--- src/rtl/masked_barrett_ctrl.sv ---
// Streams masked coefficients memory -> reduction unit -> memory; the two shares never meet.
// Optional ABR_BARRETT_RND_GATE_EN: a coefficient is only issued when rnd_valid is high.
module masked_barrett_ctrl #(
  parameter int MASKED_REG_SIZE = 24,
  parameter int ADDR_WIDTH      = 7,
  parameter int RED_LATENCY     = 6
) (
  input  logic                         clk,
  input  logic                         rst_n,
  input  logic                         zeroize,
  input  logic                         start,
  input  logic [ADDR_WIDTH-1:0]        src_base_addr,
  input  logic [ADDR_WIDTH-1:0]        dst_base_addr,
  input  logic [ADDR_WIDTH:0]          num_coeffs,
  output logic                         busy,
  output logic                         done,
  output logic                         mem_rd_en,
  output logic [ADDR_WIDTH-1:0]        mem_rd_addr,
  input  logic [2*MASKED_REG_SIZE-1:0] mem_rd_data,
  output logic [2*MASKED_REG_SIZE-1:0] red_x,
  input  logic [2*MASKED_REG_SIZE-1:0] red_y,
  output logic                         mem_wr_en,
  output logic [ADDR_WIDTH-1:0]        mem_wr_addr,
  output logic [2*MASKED_REG_SIZE-1:0] mem_wr_data,
  output logic                         rnd_req,
  input  logic                         rnd_valid
);

  localparam logic [ADDR_WIDTH:0] CNT_ONE = (ADDR_WIDTH+1)'(1);

  typedef enum logic [1:0] {
    S_IDLE  = 2'd0,
    S_ISSUE = 2'd1,
    S_DRAIN = 2'd2,
    S_DONE  = 2'd3
  } state_t;

  state_t                               r_state;
  state_t                               w_state_nxt;
  logic [ADDR_WIDTH-1:0]                r_src;
  logic [ADDR_WIDTH-1:0]                r_dst;
  logic [ADDR_WIDTH:0]                  r_num;
  logic [ADDR_WIDTH:0]                  r_cnt;
  logic [RED_LATENCY:0]                 r_vld;
  logic [RED_LATENCY:0][ADDR_WIDTH-1:0] r_waddr;

  logic                                 w_issue;
  logic                                 w_last_issue;
  logic                                 w_drain_empty;
  logic [ADDR_WIDTH-1:0]                w_wr_addr_nxt;
  logic                                 w_unused_rnd;

`ifdef ABR_BARRETT_RND_GATE_EN
  assign w_issue      = (r_state == S_ISSUE) && rnd_valid;
  assign w_unused_rnd = 1'b0;
`else
  assign w_issue      = (r_state == S_ISSUE);
  assign w_unused_rnd = rnd_valid;
`endif

  assign w_last_issue  = w_issue && ((r_cnt + CNT_ONE) == r_num);
  // Once issuing has stopped, the write at the pipe tail is the last one if nothing trails it.
  assign w_drain_empty = (r_vld[RED_LATENCY-1:0] == '0);
  assign w_wr_addr_nxt = w_issue ? (r_dst + r_cnt[ADDR_WIDTH-1:0]) : '0;

  always_comb begin
    w_state_nxt = r_state;
    case (r_state)
      S_IDLE: begin
        if (start) begin
          w_state_nxt = (num_coeffs == '0) ? S_DONE : S_ISSUE;
        end
      end
      S_ISSUE: begin
        if (w_last_issue) begin
          w_state_nxt = S_DRAIN;
        end
      end
      S_DRAIN: begin
        if (mem_wr_en && w_drain_empty) begin
          w_state_nxt = S_DONE;
        end
      end
      S_DONE:  w_state_nxt = S_IDLE;
      default: w_state_nxt = S_IDLE;
    endcase
  end

  always_ff @(posedge clk or negedge rst_n) begin
    if (!rst_n) begin
      r_state <= S_IDLE;
      r_src   <= '0;
      r_dst   <= '0;
      r_num   <= '0;
      r_cnt   <= '0;
      r_vld   <= '0;
      r_waddr <= '0;
    end else if (zeroize) begin
      r_state <= S_IDLE;
      r_src   <= '0;
      r_dst   <= '0;
      r_num   <= '0;
      r_cnt   <= '0;
      r_vld   <= '0;
      r_waddr <= '0;
    end else begin
      r_state <= w_state_nxt;
      if ((r_state == S_IDLE) && start) begin
        r_src <= src_base_addr;
        r_dst <= dst_base_addr;
        r_num <= num_coeffs;
        r_cnt <= '0;
      end else if (w_issue) begin
        r_cnt <= r_cnt + CNT_ONE;
      end
      r_vld   <= {r_vld[RED_LATENCY-1:0], w_issue};
      r_waddr <= {r_waddr[RED_LATENCY-1:0], w_wr_addr_nxt};
    end
  end

  assign busy        = (r_state != S_IDLE);
  assign done        = (r_state == S_DONE);
  assign mem_rd_en   = w_issue;
  assign mem_rd_addr = w_issue ? (r_src + r_cnt[ADDR_WIDTH-1:0]) : '0;
  assign red_x       = r_vld[0] ? mem_rd_data : '0;
  assign rnd_req     = r_vld[0];
  assign mem_wr_en   = r_vld[RED_LATENCY];
  assign mem_wr_addr = r_waddr[RED_LATENCY];
  assign mem_wr_data = mem_wr_en ? red_y : '0;

endmodule
--- config.mk ---
export PLATFORM = sky130hd
export DESIGN_NAME = masked_barrett_ctrl
export DESIGN_NICKNAME = d
export VERILOG_FILES = /design/src/rtl/masked_barrett_ctrl.sv
export SDC_FILE = /design/constraint.sdc
export NUM_CORES = 1
export LEC_CHECK = 0
export ABC_AREA = 0
export BUFFER_PORTS_ARGS = -buffer_cell sky130_fd_sc_hd__buf_2
export CORE_ASPECT_RATIO = 1.2
export CORE_UTILIZATION = 44
export CTS_BUF_LIST = sky130_fd_sc_hd__clkbuf_8 sky130_fd_sc_hd__clkbuf_16
export CTS_CLUSTER_SIZE = 16
export DETAILED_ROUTE_END_ITERATION = 8
export GPL_TIMING_DRIVEN = 0
export MAX_ROUTING_LAYER = met4
export PLACE_DENSITY = 0.79
export SLEW_MARGIN = 20
export SYNTH_ARGS = -nofsm -noshare
export SYNTH_HDL_FRONTEND = slang
export SYNTH_SLANG_ARGS = --single-unit
--- constraint.sdc ---
create_clock -name clk -period 2.7 [get_ports clk]
set_input_delay 0 -clock clk [delete_from_list [all_inputs] [get_ports clk]]
set_output_delay 0 -clock clk [all_outputs]
set_load 0.05 [all_outputs]
## Word-level counts from Yosys, hierarchy flattened

Index checks and enable logic that the tools add are counted.

- Output and inout port bits: 115
- Logic and storage cells: 54
- Register bits after elaboration: 88

- Multiplexer cells: 21
- Equal/unequal tests: 7
- Reductions and logical operators: 10
- Add/sub/neg operators: 3

Operators with widths:

| operator | count |
|---|---|
| $mux 48 | 2 |
| $mux 49 | 1 |
| $mux 7 | 7 |
| $mux 8 | 5 |
| $add 7x7->7 | 2 |
| $mux 2 | 5 |
| $add 8x1->8 const B | 1 |
| $eq 8x8->1 | 1 |
| $logic_not 8->1 | 1 |
| $pmux 2 s4 | 1 |
| $logic_not 6->1 | 1 |
| $ne 3x3->1 const B | 2 |
| $eq 2x2->1 const B | 2 |
| $reduce_bool 2->1 | 2 |
| $logic_and 1x1->1 | 3 |
| $ne 3x2->1 const B | 1 |
| $reduce_and 3->1 | 1 |
| $reduce_bool 3->1 | 1 |
| $eq 2x1->1 const B | 1 |
| $logic_not 2->1 | 1 |

## Longest topological paths before layout

- Word-level depth: 6
- Depth in mapped cells: 9
- Depth with buffers taken out: 9

## Worst setup path after synthesis

OpenSTA, ideal clock, no wires.

- Path type: register to register
- Start point: register r_state[1]
- End point: register r_state[0]
- Setup slack: 462 ps
- Setup time: 111 ps
- Data required time: 2589 ps
- Arrival time: 2127 ps
- Period minus slack after synthesis: 2238 ps
- Stages on the path, launching flop included: 10
- Cell sequence: dfrtp_1 -> inv_1 -> ha_1 -> buf_6 -> nand2_1 -> inv_1 -> o41ai_1 -> a31oi_1 -> nor4b_1 -> a2111oi_2

- Word-level cells in the longest chain between the ends: 4
- Elaborated cells on any way between the ends: 11
- Classes of those cells: eq/ne (6); mux (2); reduce/logical (3)

Ends and longest elaborated chain:

| item | line | RTL |
|---|---|---|
| start: declaration | 38 | `state_t r_state;` |
| start signal: assignment | 107 | `r_state <= w_state_nxt;` |
| $eq 2x1->1 * | 57 | `assign w_issue = (r_state == S_ISSUE);` |
| named net mem_rd_en | 17 | `output logic mem_rd_en,` |
| $logic_and 1x1->1 | 61 | `assign w_last_issue = w_issue && ((r_cnt + CNT_ONE) == r_num);` |
| $ne 3x2->1 (no source line) | - |  |
| $reduce_and 3->1 (no source line) | - |  |

The timed path passes the listed nets; every way through them passes the cells marked *.
A chain may end at the register's enable or synchronous reset.

## Worst setup path in the final report

- Start point: register r_cnt[0]
- End point: output port mem_rd_addr[6]

- Word-level cells in the longest chain between the ends: 2

Ends and longest elaborated chain:

| item | line | RTL |
|---|---|---|
| start: declaration | 43 | `logic [ADDR_WIDTH:0] r_cnt;` |
| start signal: assignment | 114 | `r_cnt <= r_cnt + CNT_ONE;` |
| $add 7x7->7 | 124 | `assign mem_rd_addr = w_issue ? (r_src + r_cnt[ADDR_WIDTH-1:0]) : '0;` |
| $mux 7 | 124 |  |
| end: declaration | 18 | `output logic [ADDR_WIDTH-1:0] mem_rd_addr,` |

Every way passes these cells.

==> impl_metrics.yaml <==
placement:
  gp_congestion: 0.912
  portBuffers: 235
  dp_cells: 804
  hpwlAfterDp_um: 10500
setup_path:
  arrival_ps: 2590
  r2r_setup_slack_ps: 330
  crit_type: "reg2out"
  required_ps: 2700
  path_max_fanout: 8
  reg2reg_depth: 7
  endpoint_kind: "output pin"
  cp-start-kind: "flop"
  r2r_start: "r_cnt[1]"
  reg2reg_to: "r_state[0]"
global_routing:
  grt.overflow.total: 0
  grtUsageTotal: 0.255
  antenna_found_initial: 8
  grt_pass1_vias: 3928
  grt_max_degree: 61
  grt_pass1_wl_um: 19900
sta:
  fin_crit_ps: 2590
  tns_ps: 0
  finalMaxSlewViolations: 0
  hold_viol_final: 0
  grt_setup_unrepaired: "no"
  clock_skew_ps: 6.63
  finalSetupViolCount: 0
  clock.fmax_mhz: 386
  relSlewSlack: 0.624
  worst_pin_slew_ps: 565
  min_period_over_period: 0.960
logic_synthesis:
  synth-edff-count: 0
  ys.flop_type: "dfrtp_1"
  synthAdderAreaFrac: 0.0554
  synth.area.mux_share: 0.00219
  ys_ff_latch: 88
  ys_seq_area_frac: 0.483
  async_flop_share: 1.00
  synth_top_family_by_area: "simple AND/OR/NAND/NOR gates"
  synth_compound_area_frac: 0.0944
  netlist_area_um2: 4560
  synth_warnings: 0
  yosys.area.top_type: "dfrtp_1"
  synth.top_cell.area_share: 0.483
  syn_avg_cell_area_um2: 10.3
  synth_nets: 584
  ys_types: 45
  ys_top_cells_by_area: "dfrtp_1 48%, and2_1 14%, nor2b_1 7.3%, ha_1 4.7%, a22o_1 4.0%"
  syn_inst: 442
  yosys.area_share.simple: 0.276
  synth-xor-area-share: 0.0442
clock_tree:
  cts_root_buf: "clkbuf_16"
  cts_tree: "built"
  clk_pin_slew_ps: 60
  cts_sinks: 88
  insertion_delay_ps: 330
  clk_path_buf_depth: 2
  htree_levels: 3
  cts_buffers: 9
  cts_setup_buffers: 0
detailed_routing:
  wl_per_cell_um: 15.8
  via_per_inst: 4.92
  drc: 0
  first_iter_violations: 128
  num_vias: 4189
  firstDrtPassIters: 4
  wirelength_um: 13400
  drtAntennaViolNets: 0
power:
  p_comb_frac: 0.336
  fin_total_pwr_mw: 3.97
  p_seq_frac: 0.377
  p_leak_nw: 3.65
  p_sw_mw: 1.50
  clockPowerShare: 0.287
  swShare: 0.378
  internal_power_mw: 2.47
  powerDensity_nw_per_um2: 614
  vdd.ir_drop.worst_v: 0.000503
flow_run:
  maxCapViolCount: 0
hold_path:
  hold_path.class: "in2reg"
  hold_end: "r_src[3]"
  holdPathStages: 3
  hold_start: "start"
floorplanning:
  core_um2: 10100
  die_height_um: 114
  ios: 238
  die_area_um2: 10800
  die_x_um: 94.9
  initial_utilization: 0.453
  core.rowCount: 40
finish:
  instances_no_fill: 851
  syn2layout_area_growth_pct: 41.6
  fin_nets: 854
  drive_gt1_frac: 0.371
outcome:
  outcome: "complete, no violations"
## critical path, stage by stage (launching register included)
cell	delay (ps)
dfrtp_2	490
ha_1	240
fa_1	410
a21o_1	190
a21oi_2	190
o21bai_1	100
a21oi_1	190
xnor2_1	130
and2_1	130
buf_4	190
## sequential cells by signal (all words and copies together), names as in the netlist
register,count
r_state,2
r_cnt,8
mem_wr_addr,7
r_src,7
r_num,8
r_waddr,42
r_vld,7
r_dst,7
## cell usage after synthesis, types with 2 or more instances
library cell and instances:
nor2b_1 53, buf_4 7, nor3_1 4, clkbuf_1 22
nor4_1 2, nand4_1 3, fa_1 2, a21o_1 5
o21a_1 3, a21oi_1 9, and3_1 2, ha_1 17
buf_2 3, o21ai_0 5, xor2_1 12, a22o_1 21
nor2_1 15, inv_1 12, and2_1 104, nand3_1 5
nor3b_1 2, or3_1 2, xnor2_1 11, nand2_1 11
dfrtp_1 88, nor4b_1 2, o21bai_1 2
## timing repair
item | in CTS | in global routing
resized for setup | 1 | 2
setup endpoints to repair | 1 | 1
hold buffers | 23 | 0
endpoints found under the hold margin | 110 | 0
## cells in the final DEF, fill, tap and decap left out, types with 2 or more instances in the layout
| cell type | instances |
|---|---|
| buf_2 | 236 |
| and2_1 | 104 |
| dfrtp_1 | 87 |
| nor2b_1 | 53 |
| dlygate4sd3_1 | 23 |
| clkbuf_1 | 22 |
| a22o_1 | 21 |
| ha_1 | 17 |
| nor2_1 | 15 |
| inv_1 | 13 |
| xor2_1 | 12 |
| nand2_1 | 11 |
| xnor2_1 | 11 |
| buf_4 | 9 |
| clkbuf_16 | 9 |
| diode_2 | 8 |
| a21oi_1 | 8 |
| o21ai_0 | 5 |
| a21o_1 | 5 |
| nand3_1 | 5 |
| nor3_1 | 4 |
| inv_6 | 4 |
| o21a_1 | 3 |
| nand4_1 | 3 |
| or3_1 | 2 |
| o21bai_1 | 2 |
| and3_1 | 2 |
| nor3b_1 | 2 |
| nor4_1 | 2 |
| nor4b_1 | 2 |
| fa_1 | 2 |
## final cells by class
class	instances	area [um2]
fill	827	3600
sequential	88	2200
multi-input combinational	309	2160
timing repair buffer	259	1440
clock buffer	9	225
buffer	33	161
tap	126	158
clock inverter	7	51.3
inverter	12	45.0
antenna	8	20.0
## layer usage
layer  wire length, um  GRT usage
met3              1280     0.0820
met4               106     0.0556
met1              5650      0.322
met5                 0          -
met2              6410      0.401
## how the worst max path moves through the flow
stage               start        endpoint
6_report         r_cnt[0]  mem_rd_addr[6]
5_1_grt          r_cnt[0]  mem_rd_addr[6]
4_1_cts          r_cnt[0]  mem_rd_addr[6]
3_5_place_dp     r_cnt[0]  mem_rd_addr[6]
3_3_place_gp     r_cnt[0]  mem_rd_addr[6]
2_1_floorplan  r_state[1]      r_state[0]
## cell families after synthesis
family | count (synthesis)
flops | 88
compound gates | 56
buf+inv | 45
simple gates | 210
mux | 1
xor+xnor | 23
fa+ha+maj | 19
## stage by stage
step / setup WS, ps / instance area, um2 / utilization / hold WS [ps]
2_1_floorplan: 462 / 4560 / - / -296
3_3_place_gp: 382 / 5890 / 0.586 / 220
3_5_place_dp: 329 / 5920 / 0.589 / -48.8
4_1_cts: 30.1 / 6430 / 0.640 / 139
5_1_grt: 9.63 / 6460 / 0.642 / 162
6_report: 109 / 6460 / 0.642 / 148
## power by group through the flow
stage,clock [mW],combinational [mW],sequential [mW]
2_1_floorplan,0,0.914,1.50
3_3_place_gp,0,1.26,1.51
3_5_place_dp,0,1.29,1.52
4_1_cts,1.17,1.33,1.49
5_1_grt,1.23,1.42,1.51
6_report,1.14,1.33,1.50
(Power assumes the default switching activity.)
